$ cat src/rtl/lvds_tx_framer_pkg.sv
// -----------------------------------------------------------------------------
// lvds_tx_framer_pkg
//   Shared definitions for the LVDS transmit framer: lane geometry, FSM state
//   encodings, the fixed sync preamble bytes and small helper functions.
//   No ports (package).
// -----------------------------------------------------------------------------
package lvds_tx_framer_pkg;

    localparam int LANES  = 8;
    localparam int LANE_W = 8;
    localparam int WORD_W = LANES * LANE_W;

    localparam logic [1:0] ST_BLANK  = 2'd0;
    localparam logic [1:0] ST_SAV    = 2'd1;
    localparam logic [1:0] ST_ACTIVE = 2'd2;
    localparam logic [1:0] ST_EAV    = 2'd3;

    localparam logic [7:0] SYNC_PRE0 = 8'hFF;
    localparam logic [7:0] SYNC_PRE1 = 8'h00;
    localparam logic [7:0] SYNC_PRE2 = 8'h00;

    // Same byte on every lane, lane-major layout.
    function automatic logic [WORD_W-1:0] fill_lanes(input logic [LANE_W-1:0] b);
        return {LANES{b}};
    endfunction

    // Byte idx of a 4-byte sync sequence FF,00,00,code.
    function automatic logic [7:0] sync_byte(input logic [1:0] idx, input logic [7:0] code);
        logic [7:0] b;
        case (idx)
            2'd0:    b = SYNC_PRE0;
            2'd1:    b = SYNC_PRE1;
            2'd2:    b = SYNC_PRE2;
            default: b = code;
        endcase
        return b;
    endfunction

endpackage

$ cat src/rtl/lvds_tx_transpose.sv
// -----------------------------------------------------------------------------
// lvds_tx_transpose
//   Purely combinational lane-major -> OSERDES bit map. Lane k bit b (b=7 is
//   the MSB, first on the wire) lands at serdes_word[8*(7-b)+(7-k)], so each
//   output byte holds one bit-time across all lanes. This is the exact inverse
//   of the receive de-interleave.
// Ports:
//   lane_word   in  64  lane k byte at [8k+7:8k]
//   serdes_word out 64  parallel word for the 8:1 OSERDES bank
// -----------------------------------------------------------------------------
module lvds_tx_transpose
    import lvds_tx_framer_pkg::*;
(
    input  logic [WORD_W-1:0] lane_word,
    output logic [WORD_W-1:0] serdes_word
);

    for (genvar k = 0; k < LANES; k++) begin : g_lane
        for (genvar b = 0; b < LANE_W; b++) begin : g_bit
            assign serdes_word[LANES*(LANE_W-1-b) + (LANES-1-k)] = lane_word[LANE_W*k + b];
        end
    end

endmodule

$ cat src/rtl/lvds_tx_framer.sv
// -----------------------------------------------------------------------------
// lvds_tx_framer
//   Wraps each line of 8-lane x 8-bit pixel beats in SAV/EAV sync codes with
//   blanking and emits the bit-transposed OSERDES word every cycle.
//   Optional feature macro: LVDS_TX_TEST_PATTERN_EN (built-in test line,
//   lane k byte = beat_index + k). Without it i_test_mode is ignored.
// Ports:
//   clk          in   1   single clock, also the OSERDES parallel clock
//   rst_n        in   1   synchronous reset, active-low
//   i_data       in   64  pixel beat, lane k at [8k+7:8k]
//   i_valid      in   1   i_data valid
//   o_ready      out  1   beat accepted when i_valid & o_ready
//   i_clear      in   1   clears sticky o_underflow
//   i_test_mode  in   1   test-pattern select
//   o_lvds       out  64  transposed OSERDES word, registered
//   o_busy       out  1   high in SAV/ACTIVE/EAV
//   o_underflow  out  1   sticky: i_valid low during an ACTIVE beat
// -----------------------------------------------------------------------------
// state  | meaning
// BLANK  | emit BLANK_CODE, count gap beats, wait for minimum gap and i_valid
// SAV    | emit FF,00,00,SAV_CODE
// ACTIVE | emit pixel beats (or test pattern) until LINE_BEATS taken
// EAV    | emit FF,00,00,EAV_CODE, then back to BLANK with gap count cleared
// -----------------------------------------------------------------------------
module lvds_tx_framer
    import lvds_tx_framer_pkg::*;
#(
    parameter int         LINE_BEATS   = 240,
    parameter int         HBLANK_BEATS = 16,
    parameter logic [7:0] BLANK_CODE   = 8'h00,
    parameter logic [7:0] SAV_CODE     = 8'hAB,
    parameter logic [7:0] EAV_CODE     = 8'hB6
) (
    input  logic              clk,
    input  logic              rst_n,
    input  logic [WORD_W-1:0] i_data,
    input  logic              i_valid,
    output logic              o_ready,
    input  logic              i_clear,
    input  logic              i_test_mode,
    output logic [WORD_W-1:0] o_lvds,
    output logic              o_busy,
    output logic              o_underflow
);

    localparam int BEAT_W  = $clog2(LINE_BEATS + 1);
    localparam int BLANK_W = $clog2(HBLANK_BEATS + 1);
    localparam logic [BEAT_W-1:0]  LAST_BEAT  = BEAT_W'(LINE_BEATS - 1);
    localparam logic [BLANK_W-1:0] LAST_BLANK = BLANK_W'(HBLANK_BEATS - 1);

    logic [1:0]         state, state_nxt;
    logic [BEAT_W-1:0]  beat_cnt, beat_nxt;
    logic [BLANK_W-1:0] blank_cnt, blank_nxt;
    logic [1:0]         sync_idx, idx_nxt;
    logic               test_line, test_nxt;
    logic               underflow, uf_set;
    logic               tm_en;
    logic               beat_taken;
    logic [WORD_W-1:0]  pattern_word;
    logic [WORD_W-1:0]  tx_lanes;
    logic [WORD_W-1:0]  lane_word;
    logic [WORD_W-1:0]  serdes_word;

`ifdef LVDS_TX_TEST_PATTERN_EN
    assign tm_en = i_test_mode;
    for (genvar k = 0; k < LANES; k++) begin : g_pattern
        assign pattern_word[LANE_W*k +: LANE_W] = 8'(beat_cnt) + 8'(k);
    end
`else
    logic unused_test_mode;
    assign unused_test_mode = i_test_mode;
    assign tm_en            = 1'b0;
    assign pattern_word     = '0;
`endif

    // A test line advances every cycle regardless of i_valid.
    assign beat_taken = test_line | i_valid;

    always_comb begin
        state_nxt = state;
        beat_nxt  = beat_cnt;
        blank_nxt = blank_cnt;
        idx_nxt   = sync_idx;
        test_nxt  = test_line;
        uf_set    = 1'b0;
        tx_lanes  = fill_lanes(BLANK_CODE);
        case (state)
            ST_BLANK: begin
                // blank_cnt = gap beats already sent; this beat completes the
                // minimum gap once blank_cnt reaches HBLANK_BEATS-1.
                if (blank_cnt != LAST_BLANK) begin
                    blank_nxt = blank_cnt + 1'b1;
                end
                if (blank_cnt >= LAST_BLANK && i_valid) begin
                    state_nxt = ST_SAV;
                    idx_nxt   = 2'd0;
                    test_nxt  = tm_en;
                end
            end
            ST_SAV: begin
                tx_lanes = fill_lanes(sync_byte(sync_idx, SAV_CODE));
                idx_nxt  = sync_idx + 2'd1;
                if (sync_idx == 2'd3) begin
                    state_nxt = ST_ACTIVE;
                    beat_nxt  = '0;
                end
            end
            ST_ACTIVE: begin
                if (test_line) begin
                    tx_lanes = pattern_word;
                end else if (i_valid) begin
                    tx_lanes = i_data;
                end else begin
                    uf_set = 1'b1;
                end
                if (beat_taken) begin
                    beat_nxt = beat_cnt + 1'b1;
                    if (beat_cnt == LAST_BEAT) begin
                        state_nxt = ST_EAV;
                        beat_nxt  = '0;
                        idx_nxt   = 2'd0;
                    end
                end
            end
            default: begin
                tx_lanes = fill_lanes(sync_byte(sync_idx, EAV_CODE));
                idx_nxt  = sync_idx + 2'd1;
                if (sync_idx == 2'd3) begin
                    state_nxt = ST_BLANK;
                    blank_nxt = '0;
                    test_nxt  = 1'b0;
                end
            end
        endcase
    end

    // Reset forces the blank word so o_lvds comes out of reset as blanking.
    assign lane_word = rst_n ? tx_lanes : fill_lanes(BLANK_CODE);

    lvds_tx_transpose u_transpose (
        .lane_word   (lane_word),
        .serdes_word (serdes_word)
    );

    always_ff @(posedge clk) begin
        if (!rst_n) begin
            state     <= ST_BLANK;
            beat_cnt  <= '0;
            blank_cnt <= '0;
            sync_idx  <= 2'd0;
            test_line <= 1'b0;
            underflow <= 1'b0;
        end else begin
            state     <= state_nxt;
            beat_cnt  <= beat_nxt;
            blank_cnt <= blank_nxt;
            sync_idx  <= idx_nxt;
            test_line <= test_nxt;
            // Set wins over a same-cycle clear.
            underflow <= uf_set | (underflow & ~i_clear);
        end
    end

    always_ff @(posedge clk) begin
        o_lvds <= serdes_word;
    end

    assign o_ready     = (state == ST_ACTIVE) && !test_line;
    assign o_busy      = (state != ST_BLANK);
    assign o_underflow = underflow;

endmodule

$ cat config.mk
export PLATFORM = sky130hd
export DESIGN_NAME = lvds_tx_framer
export DESIGN_NICKNAME = d
export VERILOG_FILES = /design/src/rtl/lvds_tx_framer_pkg.sv /design/src/rtl/lvds_tx_transpose.sv /design/src/rtl/lvds_tx_framer.sv
export SDC_FILE = /design/constraint.sdc
export NUM_CORES = 1
export LEC_CHECK = 0
export ABC_CLOCK_PERIOD_IN_PS = 4200
export CORE_UTILIZATION = 30
export DETAILED_ROUTE_END_ITERATION = 8
export PLACE_DENSITY_LB_ADDON = 0.3
export SYNTH_ARGS = -nofsm -noshare
export SYNTH_HDL_FRONTEND = slang
export SYNTH_SLANG_ARGS = --single-unit
export TNS_END_PERCENT = 1
$ cat constraint.sdc
create_clock -name clk -period 4.2 [get_ports clk]
set_clock_uncertainty 0.05 [all_clocks]
set_input_delay 1.26 -clock clk [delete_from_list [all_inputs] [get_ports clk]]
set_output_delay 1.26 -clock clk [all_outputs]
set_load 0.05 [all_outputs]
==> key figures <==
Power and ir drop
  – Sequential Power Share: 51.8%
  – P_leak: 1.65 nW
  – Clock power frac: 42.5%
  – Max IR drop VDD: 0.119 mV
  – Pwr dens: 323 mW/mm²
  – Switching share of power: 20.2%
  – Gate power share: 5.7%
  – P_int: 0.00121 W
  – Psw: 0.000305 W

Critical path
  – Largest delay contributor family on the critical path: buffers and inverters
  – Ordered cell list for the critical path: inv_1 > ha_1 > clkdlybuf4s50_1
  – FF-to-FF path depth: 7
  – Start point of the critical path: state[0]$_SDFFE_PN0P_
  – R2R setup slack: 1.91 ns
  – Data required time of the critical path: 2.89 ns
  – Levels on crit path: 3
  – Crit path to: o_ready
  – Setup CP Type: flip-flop to output pin
  – FF-to-FF End: state[0]$_SDFFE_PN0P_
  – CP Buf/Inv Count: 2
  – Highest net fanout along the worst path: 7
  – Arr. time, crit path: 1.98 ns
  – CP Capture Type: output pin
  – Crit-path max cell delay: 0.86 ns
  – Slowest-stage cell, CP: clkdlybuf4s50_1
  – CP startpoint kind: flip-flop
  – Reg2reg start: blank_cnt[0]$_SDFFE_PN0P_

Synthesis
  – Asr flop ratio synth: 0%
  – Syn nets: 415
  – Avg Inst Size Synth: 8.87 µm²
  – EDFF count, synth: 0
  – Cells after Synth: 337
  – Cell Area, Synth: 0.00299 mm²
  – Main synth FF type: dfxtp_1
  – Synth top area share: 54.9%
  – Yosys warns: 0
  – #FFs+latches synth: 82
  – Register area share after synthesis: 54.9%
  – Synth top cells by count: 82 x dfxtp_1, 76 x a21oi_1, 73 x nand2_1
  – Biggest area consumer among synthesized cells: dfxtp_1
  – Library cells used by synthesis: 42
  – Ranking of synthesized cells by area: dfxtp_1 55%, a21oi_1 13%, nand2_1 9.2%
  – Most numerous cell in the Yosys netlist: dfxtp_1

Route
  – Via count: 2746
  – DRT Pass-1 Iters: 4
  – DRC violations left: 0
  – Starting DRT DRC Count: 74
  – Final WL: 7.72 mm
  – Number of nets with antenna violations after routing: 0
  – Vias per inst: 4.57
  – DR WL/cell: 12.9 µm

Die
  – Row Count: 36
  – Die ar.: 0.0104 mm²
  – Initial Utilization: 30.7%
  – Core Region: 0.00973 mm²
  – Die Y: 102 µm
  – I/O pin total: 136
  – Die Wd: 102 µm

Timing
  – Worst-margin pin slew: 1.04 ns
  – RSZ-0062 raised after global routing: false
  – Final Cycle Share: 78.3%
  – Achievable Freq: 304 MHz
  – Final Max Tran Viols: 0
  – Setup TNS Final: 0 ns
  – Setup Viol. Count Final: 0
  – Crit path setup slack, layout: 0.912 ns
  – Fin. Hold Viols: 0
  – Minimum clock period: 3.29 ns
  – Relative slew slack: 30.9%
  – Worst hold slack: 0.438 ns

Placed design
  – DP HPWL: 5.35 mm
  – PortBufs: 134
  – RD Place Congestion: 0.837
  – Worst slack, placed: 1.06 ns

CTS
  – Num CTS Buffers: 9
  – Reg clk slew, reported paths: 0.08 ns
  – Root buffer cell: clkbuf_8
  – Clk sinks: 82
  – Htree depth: 3
  – Hold_buf cts: 0
  – Setup Buffers After CTS: 0
  – Clock Tree Buf Depth: 2
  – CTS tree: done
  – Post-CTS sizing: 0
  – Latest clock arrival within the worst-skew pair: 0.35 ns

Global routing
  – GRT overflow: 0
  – Initial antenna violation count: 0
  – Number of global-route vias before repair: 2484
  – First-pass GRT wire length: 11.5 mm
  – Overall Global Routing Usage: 14.6%
  – Largest net degree at the start of global routing: 65

Final layout
  – Layout Area Growth over Synthesis: 56.5%
  – Final nets: 542
  – ANT cells: 0
  – Layout cell share with drive strength beyond 1: 5.77%

Min path
  – Hold Path Class: flip-flop to flip-flop
  – Worst Hold Depth: 2

Run
  – Max-cap check violation count: 0

Run status
  – Status: complete, no violations
placed cells by master (no fill, tap or decap), types with 2 or more instances in the layout:
cell and count:
and4_1 2, o21ai_0 6, clkbuf_8 11, xor2_1 2, bufinv_16 2, a22oi_1 2, nand2_1 73, clkdlybuf4s50_1 134
nand3_1 2, nand2b_1 3, nand4_1 2, nor3_1 4, and3_1 3, ha_1 9, or3_1 2, mux2_2 2
xnor2_1 2, or4_1 2, inv_1 9, buf_4 2, a21oi_1 76, nor2_1 11, dfxtp_1 82, a211oi_1 2
power groups by stage:
stage	clock network [W]	registers (W)	logic [W]
floorplan	0	0.000800	0.0000170
global placement	0	0.000800	0.0000863
detailed placement	0	0.000800	0.0000871
CTS	0.000668	0.000782	0.0000880
global route	0.000695	0.000783	0.0000930
finish	0.000642	0.000782	0.0000868
state kept, by name, indices dropped and copies added, names as in the netlist:
| register | flops |
|---|---|
| blank_cnt | 5 |
| beat_cnt | 8 |
| state | 2 |
| o_underflow | 1 |
| o_lvds | 64 |
| sync_idx | 2 |
kinds of logic (layout without fill, tap and decap cells):
group | after synthesis | count (layout) | share of synthesized area [%]
XOR/XNOR | 4 | 4 | 1.17
multiplexers | 3 | 3 | 1.09
AO/OA/AOI/OAI | 96 | 96 | 17.5
buffers and inverters | 31 | 162 | 4.23
flip-flops | 82 | 82 | 54.9
adder cells (fa/ha/maj) | 9 | 9 | 3.77
AND/OR/NAND/NOR | 112 | 112 | 17.4
metal layers:
metal	share of wire, %	track usage, %	up-vias
met5	0	0	-
met4	1.2	5.60	0
li1	-	-	1397
met1	42	16.3	1249
met3	7.6	5.34	6
met2	49	25.4	94
stage by stage:
step           utilization, %  power, W  area, µm²  cells
3_3_place_gp             45.8  0.000887       4450    586
5_1_grt                  48.1   0.00157       4680    601
2_1_floorplan               -  0.000817       2990    337
6_report                 48.1   0.00151       4680    601
3_5_place_dp             45.8  0.000888       4450    586
4_1_cts                  48.1   0.00154       4680    601
worst reg2reg max path: stages, from the launching register on:
cell      delay [ns]
dfxtp_1         0.35
ha_1            0.22
and3_1          0.18
ha_1            0.16
nand2b_2        0.22
o32ai_1         0.51
nor3_1          0.19
mux2_2          0.30
worst min path at each step:
stage                                   from                  endpoint
finish                o_underflow$_SDFF_PN0_    o_underflow$_SDFF_PN0_
floorplan           beat_cnt[7]$_SDFFE_PN0P_  beat_cnt[7]$_SDFFE_PN0P_
detailed placement    o_underflow$_SDFF_PN0_    o_underflow$_SDFF_PN0_
CTS                 beat_cnt[7]$_SDFFE_PN0P_  beat_cnt[7]$_SDFFE_PN0P_
global route          o_underflow$_SDFF_PN0_    o_underflow$_SDFF_PN0_
global placement    beat_cnt[7]$_SDFFE_PN0P_  beat_cnt[7]$_SDFFE_PN0P_
final cells by class:
| cell class | count | area [µm²] |
|---|---|---|
| Fill cell | 951 | 5050 |
| Sequential cell | 82 | 1640 |
| Timing Repair Buffer | 137 | 1380 |
| Multi-Input combinational cell | 224 | 1230 |
| Tap cell | 133 | 166 |
| Clock buffer | 11 | 151 |
| Clock inverter | 4 | 73.8 |
| Inverter | 10 | 37.5 |
Note: power is estimated with default switching activity, not from simulation.
